### src/rtl/spi_fpga_master_ctrl.sv
// SPI master for one fixed-length package per request: CS framing, SCLK generation,
// MOSI shifting and MISO capture, with configurable mode, bit order and clock divider.
module spi_fpga_master_ctrl #(
  parameter int CPHA                       = 1,
  parameter int CPOL                       = 1,
  parameter int PACK_LENGTH                = 8,
  parameter int PACK_BIT_SEQUENCE_TRANSMIT = 1,
  parameter int PACK_BIT_SEQUENCE_RECEIVE  = 1,
  parameter int CLK_DIV                    = 2
) (
  input  logic                   IN_CLK,
  input  logic                   IN_RESET,
  input  logic                   IN_START,
  input  logic [PACK_LENGTH-1:0] IN_TRANSMIT_DATA,
  input  logic                   MISO,
  output logic                   SCLK,
  output logic                   MOSI,
  output logic                   CS,
  output logic                   OUT_BUSY,
  output logic                   OUT_DONE,
  output logic [PACK_LENGTH-1:0] OUT_RECEIVE_DATA,
  output logic [1:0]             o_dbg_state
);

  localparam int             EW        = $clog2(2 * PACK_LENGTH) + 1;
  localparam logic [EW-1:0]  LAST_EDGE = EW'(2 * PACK_LENGTH - 1);
  localparam logic [7:0]     DIV_END   = 8'(CLK_DIV - 1);
  localparam logic           P_CPOL    = (CPOL != 0);

  typedef enum logic [1:0] {S_IDLE, S_LEAD, S_SHIFT, S_LAG} state_t;

  function automatic logic [PACK_LENGTH-1:0] bit_rev(input logic [PACK_LENGTH-1:0] d);
    logic [PACK_LENGTH-1:0] r;
    for (int i = 0; i < PACK_LENGTH; i++) r[i] = d[PACK_LENGTH-1-i];
    return r;
  endfunction

  state_t                 r_state, w_state_nxt;
  logic                   r_sclk, r_mosi, r_cs, r_busy, r_done;
  logic                   w_sclk_nxt, w_mosi_nxt, w_cs_nxt, w_busy_nxt, w_done_nxt;
  logic [PACK_LENGTH-1:0] r_tx, r_rx, r_rx_out;
  logic [PACK_LENGTH-1:0] w_tx_nxt, w_rx_nxt, w_rx_out_nxt, w_tx_load, w_rx_final;
  logic [7:0]             r_div, w_div_nxt;
  logic [EW-1:0]          r_edge, w_edge_nxt;
  logic                   w_tick, w_edge_act, w_lead;

  // Handshake: IN_START is accepted only in IDLE outside the OUT_DONE cycle; OUT_BUSY
  // covers the whole package including the OUT_DONE cycle, after which a new start may land.
  assign w_tx_load  = (PACK_BIT_SEQUENCE_TRANSMIT != 0) ? IN_TRANSMIT_DATA : bit_rev(IN_TRANSMIT_DATA);
  assign w_rx_final = (PACK_BIT_SEQUENCE_RECEIVE != 0) ? r_rx : bit_rev(r_rx);
  assign w_tick     = (r_div == DIV_END);

  always_ff @(posedge IN_CLK or negedge IN_RESET) begin
    if (!IN_RESET) begin
      r_state  <= S_IDLE;
      r_sclk   <= P_CPOL;
      r_mosi   <= 1'b0;
      r_cs     <= 1'b1;
      r_busy   <= 1'b0;
      r_done   <= 1'b0;
      r_tx     <= '0;
      r_rx     <= '0;
      r_rx_out <= '0;
      r_div    <= '0;
      r_edge   <= '0;
    end else begin
      r_state  <= w_state_nxt;
      r_sclk   <= w_sclk_nxt;
      r_mosi   <= w_mosi_nxt;
      r_cs     <= w_cs_nxt;
      r_busy   <= w_busy_nxt;
      r_done   <= w_done_nxt;
      r_tx     <= w_tx_nxt;
      r_rx     <= w_rx_nxt;
      r_rx_out <= w_rx_out_nxt;
      r_div    <= w_div_nxt;
      r_edge   <= w_edge_nxt;
    end
  end

  always_comb begin
    w_state_nxt  = r_state;
    w_sclk_nxt   = r_sclk;
    w_mosi_nxt   = r_mosi;
    w_cs_nxt     = r_cs;
    w_busy_nxt   = r_busy;
    w_done_nxt   = 1'b0;
    w_tx_nxt     = r_tx;
    w_rx_nxt     = r_rx;
    w_rx_out_nxt = r_rx_out;
    w_div_nxt    = r_div;
    w_edge_nxt   = r_edge;
    w_edge_act   = 1'b0;
    w_lead       = ~r_edge[0];
    case (r_state)
      S_IDLE: begin
        w_busy_nxt = 1'b0;
        if (IN_START && !r_done) begin
          w_state_nxt = S_LEAD;
          w_cs_nxt    = 1'b0;
          w_busy_nxt  = 1'b1;
          w_div_nxt   = '0;
          w_edge_nxt  = '0;
          w_rx_nxt    = '0;
          if (CPHA == 0) begin
            w_mosi_nxt = w_tx_load[PACK_LENGTH-1];
            w_tx_nxt   = w_tx_load << 1;
          end else begin
            w_mosi_nxt = 1'b0;
            w_tx_nxt   = w_tx_load;
          end
        end
      end
      S_LEAD: begin
        if (w_tick) begin
          w_div_nxt   = '0;
          w_edge_act  = 1'b1;
          w_state_nxt = S_SHIFT;
        end else begin
          w_div_nxt = r_div + 8'd1;
        end
      end
      S_SHIFT: begin
        if (w_tick) begin
          w_div_nxt  = '0;
          w_edge_act = 1'b1;
          if (r_edge == LAST_EDGE) w_state_nxt = S_LAG;
        end else begin
          w_div_nxt = r_div + 8'd1;
        end
      end
      default: begin
        if (w_tick) begin
          w_div_nxt    = '0;
          w_state_nxt  = S_IDLE;
          w_cs_nxt     = 1'b1;
          w_mosi_nxt   = 1'b0;
          w_done_nxt   = 1'b1;
          w_rx_out_nxt = w_rx_final;
        end else begin
          w_div_nxt = r_div + 8'd1;
        end
      end
    endcase
    // Even edge count before the toggle means this is a leading edge.
    if (w_edge_act) begin
      w_sclk_nxt = ~r_sclk;
      w_edge_nxt = r_edge + 1'b1;
      if ((CPHA == 0) == w_lead) begin
        w_rx_nxt = {r_rx[PACK_LENGTH-2:0], MISO};
      end else if (r_edge != LAST_EDGE) begin
        w_mosi_nxt = r_tx[PACK_LENGTH-1];
        w_tx_nxt   = r_tx << 1;
      end
    end
  end

  assign SCLK             = r_sclk;
  assign MOSI             = r_mosi;
  assign CS               = r_cs;
  assign OUT_BUSY         = r_busy;
  assign OUT_DONE         = r_done;
  assign OUT_RECEIVE_DATA = r_rx_out;
  assign o_dbg_state      = r_state;

endmodule

### config.mk
export PLATFORM = sky130hd
export DESIGN_NAME = spi_fpga_master_ctrl
export DESIGN_NICKNAME = d
export VERILOG_FILES = /design/src/rtl/spi_fpga_master_ctrl.sv
export SDC_FILE = /design/constraint.sdc
export NUM_CORES = 1
export LEC_CHECK = 0
export ABC_AREA = 0
export CAP_MARGIN = 15
export CORE_UTILIZATION = 45
export CTS_CLUSTER_SIZE = 8
export DETAILED_ROUTE_END_ITERATION = 12
export HOLD_SLACK_MARGIN = 0.08
export MAX_ROUTING_LAYER = met4
export PLACE_DENSITY = 0.7
export SYNTH_ARGS = -nofsm -noshare
export SYNTH_HDL_FRONTEND = slang
export SYNTH_SLANG_ARGS = --single-unit
### constraint.sdc
create_clock -name IN_CLK -period 1.81 [get_ports IN_CLK]
set_input_delay 0.362 -clock IN_CLK [delete_from_list [all_inputs] [get_ports IN_CLK]]
set_output_delay 0.362 -clock IN_CLK [all_outputs]
set_load 0.02 [all_outputs]
==> results of run 1 <==
==> cell type report <==
class / count / area (um^2)
Fill cell: 375 / 1638
Sequential cell: 44 / 1106
Multi-Input combinational cell: 144 / 1032
Timing Repair Buffer: 52 / 479.2
Clock buffer: 5 / 68.82
Tap cell: 52 / 65.06
Clock inverter: 3 / 47.55
Inverter: 10 / 37.54
==> cell usage in the layout (no fill, tap or decap), drive strengths merged, types with 4 or more instances in the layout <==
master,n
buf,26
clkbuf,5
a21oi,14
nor2,13
mux2,8
dfrtp,42
clkdlybuf4s50,23
ha,8
or3,4
nand3,13
nand2,29
o21ai,16
mux2i,9
a31oi,5
inv,10
==> power groups by stage <==
stage	logic [mW]	registers (mW)	clock network, mW
floorplan	1.23	1.79	0
global placement	2.22	1.61	0
detailed placement	2.27	1.62	0
CTS	2.25	1.60	0.793
global route	2.61	1.68	0.820
finish	2.40	1.63	0.778
==> worst reg2reg max path, stage by stage, from the launching register on <==
cell and delay, ns:
dfrtp_1 0.39, inv_2 0.08, ha_4 0.12, or4b_4 0.50
nor2_8 0.17, nand2_4 0.11, mux2_4 0.32
==> through the flow <==
step	setup TNS (ns)	worst slack, ns
after floorplan	0	0.001520
after global placement	0	0.007314
after detailed placement	-0.01382	-0.004701
after CTS	0	0.002293
after global routing	-0.2312	-0.03864
final	0	0.01208
==> routing by layer <==
metal	part of all wire [%]	wire [um]	GRT usage, %	vias to the layer above
met2	46	2089	29.06	34
met4	1.2	55	6.000	0
met3	2.7	121	3.419	8
li1	-	-	-	816
met1	50	2260	25.58	788
met5	0	0	-	-
==> Yosys cell counts (2+ instances only) <==
library cell  number
a21oi_1           14
a31oi_1            5
and3_1             2
clkbuf_1           6
dfrtp_1           42
dfstp_2            2
ha_1               8
inv_1             10
mux2_4             8
mux2i_1            9
nand2_1           27
nand2b_1           3
nand3_1           13
nand4_1            2
nor2_1            12
nor3_1             2
o21ai_0           15
o22ai_1            3
or3_1              3
xnor2_1            2
==> flip-flops by register name (all words and copies together), names as in the netlist <==
register and flops:
CS 1, SCLK 1, r_tx 8, OUT_DONE 1
o_dbg_state 2, OUT_BUSY 1, OUT_RECEIVE_DATA 8, r_rx 8
r_edge 5, r_div 8, MOSI 1
==> how the worst max path moves through the flow <==
stage	startpoint	to	slack [ns]	cells after the start
6_report	r_div[1]$_DFFE_PN0P_	OUT_RECEIVE_DATA[3]$_DFFE_PN0P_	0.01	6
2_1_floorplan	r_div[1]$_DFFE_PN0P_	OUT_RECEIVE_DATA[0]$_DFFE_PN0P_	0.002	6
4_1_cts	r_div[0]$_DFFE_PN0P_	r_div[5]$_DFFE_PN0P_	0.002	6
3_5_place_dp	r_div[1]$_DFFE_PN0P_	OUT_RECEIVE_DATA[5]$_DFFE_PN0P_	-0.005	6
5_1_grt	r_div[1]$_DFFE_PN0P_	OUT_RECEIVE_DATA[3]$_DFFE_PN0P_	-0.04	6
3_3_place_gp	IN_START	MOSI$_DFF_PN0_	0.007	5
==> kinds of logic (layout without fill, tap and decap cells) <==
kind of cell	after synthesis	after routing	share of synthesized area, %
and+or+nand+nor	74	75	19.17
buffers and inverters	17	70	3.039
muxes	17	17	9.819
adders and majority gates	8	8	4.676
DFF	44	44	51.55
AOI/OAI and AO/OA	41	41	10.52
xor gates and xnor gates	3	3	1.228
==> repair_timing <==
item,in CTS,in global routing
hold buffers,1,0
buffers inserted,0,4
hold endpoints to repair,16,0
endpoints found under the setup margin,11,21
pin swaps,1,2
gates resized for setup,2,18
gates cloned,0,2
==> run_results.csv, run 1 <==
group,metric,value,unit
status,outcome,"finished, violations left",
status,violations,"design-rule violations",
worst_setup_path,reg2regPathDepth,6,
sta,slew_headroom,68.07,%
route,drt_wl_total,4.526,mm
sta,worst_slew_pin_slew,0.4789,ns
route,drt_iter0_drc,103,
synth,synth-edff-count,0,
finish,fin_cells,310,
min_path,holdPathStages,1,
synth,ys_ff_latch,44,
worst_setup_path,slowest_delay,0.50,ns
clock_network,cts_buffer_depth,2,
power_and_ir_drop,seqPwrFrac,33.8,%
finish,fin_nets,277,
synth,synth.net_count,224,
floorplanning,fp.dieW,70.98,um
clock_network,htree_levels,2,
finish,drive_gt1_share,25.19,%
power_and_ir_drop,p_sw,1.851,mW
route,routed_wire_length_per_instance,14.60,um
sta,slew_viol_final,0,
clock_network,root_buffer,"clkbuf_8",
worst_setup_path,path_class,"reg -> reg",
worst_setup_path,timing.rr.start,"r_div[1]$_DFFE_PN0P_",
clock_network,cts_tree,"built",
synth,synth-seq-area-share,51.55,%
power_and_ir_drop,leakage,1.343,nW
min_path,whs_endpoint,"SCLK$_DFFE_PN1P_",
worst_setup_path,cp-start-kind,"register",
sta,timing.hold.ws,0.4905,ns
sta,hold_violations,0,
synth,yosys-top-cells-area,"dfrtp_1 49%, mux2_4 5.6%, nand2_1 4.7%, ha_1 4.7%, mux2i_1 4.2%",
synth,synth_area_per_cell,10.49,um^2
global_route,grt_first_pass_wirelength,7.231,mm
worst_setup_path,cp_slowest_cell,"or4b_4",
job,drv_cap,0,
sta,layout_min_cycle_time,1.798,ns
power_and_ir_drop,design_power_total,4.803,mW
worst_setup_path,endpoint_kind,"register",
clock_network,clk_latency,0.30,ns
global_route,grt_usage,18.91,%
placed_design,dp.cells,295,
worst_setup_path,cp_max_fo,5,
synth,synth_top_flop_cell,"dfrtp_1",
clock_network,cts-buffers-inserted,5,
synth,synth_area,2141,um^2
global_route,grt_pass1_vias,1549,
sta,rsz0062_at_grt,"true",
route,remaining_drc_errors,1,
min_path,min_path_type,"reg -> reg",
floorplanning,fp.dieH,70.98,um
worst_setup_path,cp_data_required_time,2.01,ns
route,via_count,1646,
global_route,grt.overflow.total,0,
worst_setup_path,critical_path.top_delay_family,"simple AND/OR/NAND/NOR gates",
power_and_ir_drop,peakVddDrop,0.7367,mV
placed_design,routabilityCongestion,0.8633,
route,drtAntennaViolNets,0,
power_and_ir_drop,p_per_area,1693,nW/um^2
worst_setup_path,worst-path-buf-inv,1,
floorplanning,rows,24,
finish,diodes,0,
finish,final_util,63.39,%
floorplanning,core,4474,um^2
global_route,grt_max_degree,28,
synth,synthDistinctLibCells,36,
floorplanning,ioPinCount,27,
floorplanning,die_area,5037,um^2
synth,yosys_warnings,0,
clock_network,clk_pin_slew,0.09,ns
floorplanning,start_util,47.85,%
route,viasPerCell,5.310,
power_and_ir_drop,p_int,2.953,mW
placed_design,hpwl,3.063,mm
finish,design_area,2836,um^2
worst_setup_path,timing.rr.end,"OUT_RECEIVE_DATA[3]$_DFFE_PN0P_",
placed_design,portBuffers,26,
worst_setup_path,reg2reg_slack,0.01,ns
synth,yosys.area.top_type_share,49.09,%
synth,synth_largest_area_cell,"dfrtp_1",
synth,async_flop_share,100.0,%
power_and_ir_drop,p_comb_share,50.0,%
placed_design,dpl_cell_area,2611,um^2
power_and_ir_drop,p_clk_share,16.2,%
clock_network,cts_sinks,44,
min_path,worstHoldStart,"SCLK$_DFFE_PN1P_",
worst_setup_path,worstPathArrival,1.99,ns
sta,final-setup-viol-count,0,
power_and_ir_drop,p_sw_share,38.53,%
finish,syn_to_final_growth,32.50,%
synth,syn_inst,204,
global_route,grt_antenna_before_repair,0,
route,drt_first_pass_iters,10,
worst_setup_path,crit_chain,"inv_2 -> ha_4 -> or4b_4 -> nor2_8 -> nand2_4 -> mux2_4",
sta,fin_crit_sh,99.33,%
sta,finalClockSkew,0.008942,ns
sta,fmax,556.2,MHz
(Power assumes the default switching activity.)
==> run 2: changes to the inputs <==
--- a/config.mk
+++ b/config.mk
@@ -10,9 +10,11 @@
 export CORE_UTILIZATION = 45
 export CTS_CLUSTER_SIZE = 8
 export DETAILED_ROUTE_END_ITERATION = 12
+export GPL_TIMING_DRIVEN = 1
 export HOLD_SLACK_MARGIN = 0.08
 export MAX_ROUTING_LAYER = met4
 export PLACE_DENSITY = 0.7
+export SETUP_SLACK_MARGIN = 0.5
 export SYNTH_ARGS = -nofsm -noshare
 export SYNTH_HDL_FRONTEND = slang
 export SYNTH_SLANG_ARGS = --single-unit
==> run_results.csv, run 2 (synthesis results as in run 1) <==
group,metric,value,unit
status,outcome,"finished, violations left",
status,violations,"negative setup slack",
sta,timing.setup.tns,-0.3226,ns
clock_network,cts_buffer_depth,2,
power_and_ir_drop,p_per_area,1751,nW/um^2
floorplanning,rows,24,
sta,timing.hold.ws,0.5133,ns
sta,layout_min_cycle_time,1.855,ns
floorplanning,fp.dieH,70.98,um
job,drv_cap,0,
placed_design,hpwl,3.031,mm
worst_setup_path,slowest_delay,0.50,ns
placed_design,dp.cells,293,
route,drt_wl_total,5.557,mm
route,drt_iter0_drc,110,
power_and_ir_drop,p_clk_share,13.7,%
power_and_ir_drop,p_int,3.328,mW
floorplanning,core,4474,um^2
finish,drive_gt1_share,54.41,%
route,remaining_drc_errors,0,
sta,slew_viol_final,0,
route,via_count,1786,
global_route,grt_max_degree,29,
route,viasPerCell,5.512,
worst_setup_path,cp-start-kind,"register",
global_route,grt_usage,22.68,%
clock_network,root_buffer,"clkbuf_8",
finish,fin_cells,324,
worst_setup_path,cp_max_fo,5,
power_and_ir_drop,p_sw,2.352,mW
clock_network,cts-buffers-inserted,5,
finish,diodes,0,
sta,hold_violations,0,
finish,fin_nets,291,
worst_setup_path,cp_slowest_cell,"or4b_4",
floorplanning,die_area,5037,um^2
sta,final-setup-viol-count,10,
sta,worst_slew_pin_slew,0.4569,ns
floorplanning,start_util,47.85,%
power_and_ir_drop,p_comb_share,56.4,%
worst_setup_path,path_class,"reg -> reg",
finish,final_common_cell,"dfrtp_1",
worst_setup_path,worstPathArrival,2.06,ns
route,drtAntennaViolNets,0,
finish,final_util,72.51,%
floorplanning,ioPinCount,27,
finish,final_cell_mix,"40 x dfrtp_1, 26 x buf_4, 17 x nand2_1",
worst_setup_path,crit_chain,"inv_2 -> ha_4 -> or4b_4 -> nor2_8 -> nand2_4 -> mux2_4",
global_route,grt_pass1_vias,1735,
power_and_ir_drop,peakVddDrop,1.036,mV
sta,finalClockSkew,0.01182,ns
global_route,grt_antenna_before_repair,0,
clock_network,htree_levels,2,
floorplanning,fp.dieW,70.98,um
global_route,grt.overflow.total,0,
sta,rsz0062_at_grt,"true",
sta,fmax,539.1,MHz
route,routed_wire_length_per_instance,17.15,um
worst_setup_path,reg2reg_slack,-0.05,ns
clock_network,cts_tree,"built",
route,drt_first_pass_iters,6,
power_and_ir_drop,seqPwrFrac,29.8,%
finish,syn_to_final_growth,51.55,%
sta,fin_crit_sh,102.5,%
min_path,min_path_type,"reg -> reg",
power_and_ir_drop,leakage,1.559,nW
global_route,grt_first_pass_wirelength,8.293,mm
worst_setup_path,endpoint_kind,"register",
sta,layout_setup_ws,-0.04508,ns
sta,slew_headroom,69.44,%
worst_setup_path,cp_data_required_time,2.02,ns
clock_network,clk_latency,0.31,ns
power_and_ir_drop,p_sw_share,41.41,%
placed_design,portBuffers,26,
clock_network,clk_pin_slew,0.10,ns
clock_network,cts_sinks,44,
placed_design,routabilityCongestion,0.8533,
[run 2: changes by cell type in the layout (fill, tap and decap cells not counted), moves of 8 or more]
cell             change
nand2_1             -10
o21ai_0             -14
a21oi_2             +11
buf_6               +10
buf_2               +12
clkdlybuf4s50_1     -13
a21oi_1             -12
o21ai_2              +8
nand3_1              -8
nor2_4               +8
[run 2: path summary, 6_finish.rpt]
path	startpoint	end	cells past startpoint
worst min register to register	OUT_BUSY$_DFFE_PN0P_	OUT_BUSY$_DFFE_PN0P_	2
worst min-delay path	OUT_BUSY$_DFFE_PN0P_	OUT_BUSY$_DFFE_PN0P_	2
worst max-delay path	r_div[1]$_DFFE_PN0P_	OUT_RECEIVE_DATA[4]$_DFFE_PN0P_	6
max in group asynchronous	IN_RESET	SCLK$_DFFE_PN1P_	3
worst max register to register	r_div[1]$_DFFE_PN0P_	OUT_RECEIVE_DATA[4]$_DFFE_PN0P_	6
min in group asynchronous	IN_RESET	o_dbg_state[0]$_DFFE_PN0P_	2
[run 2: what timing repair did]
item	CTS	global route
gates cloned	3	0
endpoints found under the hold margin	15	0
setup endpoints to repair	58	48
pin swaps	16	15
hold buffers	1	0
resized for setup	112	61
setup buffers	11	8
[run 2: layout make-up]
type	instances	area [um^2]
Sequential cell	44	1106
Timing Repair Buffer	66	584.3
Tap cell	52	65.06
Clock buffer	5	68.82
Multi-Input combinational cell	144	1335
Fill cell	311	1230
Inverter	10	37.54
Clock inverter	3	47.55
[run 2: critical path: cells and delay by family (launching register included)]
kind,cells,cell delay (ns)
fa+ha+maj,1,0.13
buf+inv,1,0.09
flops,1,0.41
mux,1,0.32
simple gates,3,0.80
[run 2: power by group through the flow]
stage / sequential (mW) / clock, mW / combinational [mW]
detailed placement: 1.63 / 0 / 2.35
CTS: 1.65 / 0.789 / 2.69
floorplan: 1.79 / 0 / 1.43
global placement: 1.62 / 0 / 2.30
global route: 1.73 / 0.816 / 3.43
finish: 1.69 / 0.780 / 3.21
[run 2: stage by stage]
stage	instance area, um^2	setup slack (ns)	power, mW
global route	3244	-0.1050	5.979
global placement	2645	0.03279	3.920
detailed placement	2645	0.008203	3.977
floorplan	2256	0.02822	3.221
CTS	2974	0.03543	5.126
finish	3244	-0.04508	5.679
[run 2: per-layer routing]
metal / vias to the layer above / wire length [um] / global-route usage [%]
li1: 856 / - / -
met1: 883 / 2396 / 28.52
met2: 41 / 2941 / 35.68
met3: 6 / 160 / 5.271
met4: 0 / 59 / 8.889
met5: - / 0 / -
==> run 3: changes to the inputs <==
--- a/config.mk
+++ b/config.mk
@@ -6,8 +6,9 @@
 export NUM_CORES = 1
 export LEC_CHECK = 0
 export ABC_AREA = 0
-export CAP_MARGIN = 15
+export CAP_MARGIN = 20
 export CORE_UTILIZATION = 45
+export CTS_CLUSTER_DIAMETER = 100
 export CTS_CLUSTER_SIZE = 8
 export DETAILED_ROUTE_END_ITERATION = 12
 export GPL_TIMING_DRIVEN = 1
==> results of run 3 <==
Same layout as run 2: the final DEF is identical, and so are final timing and power.
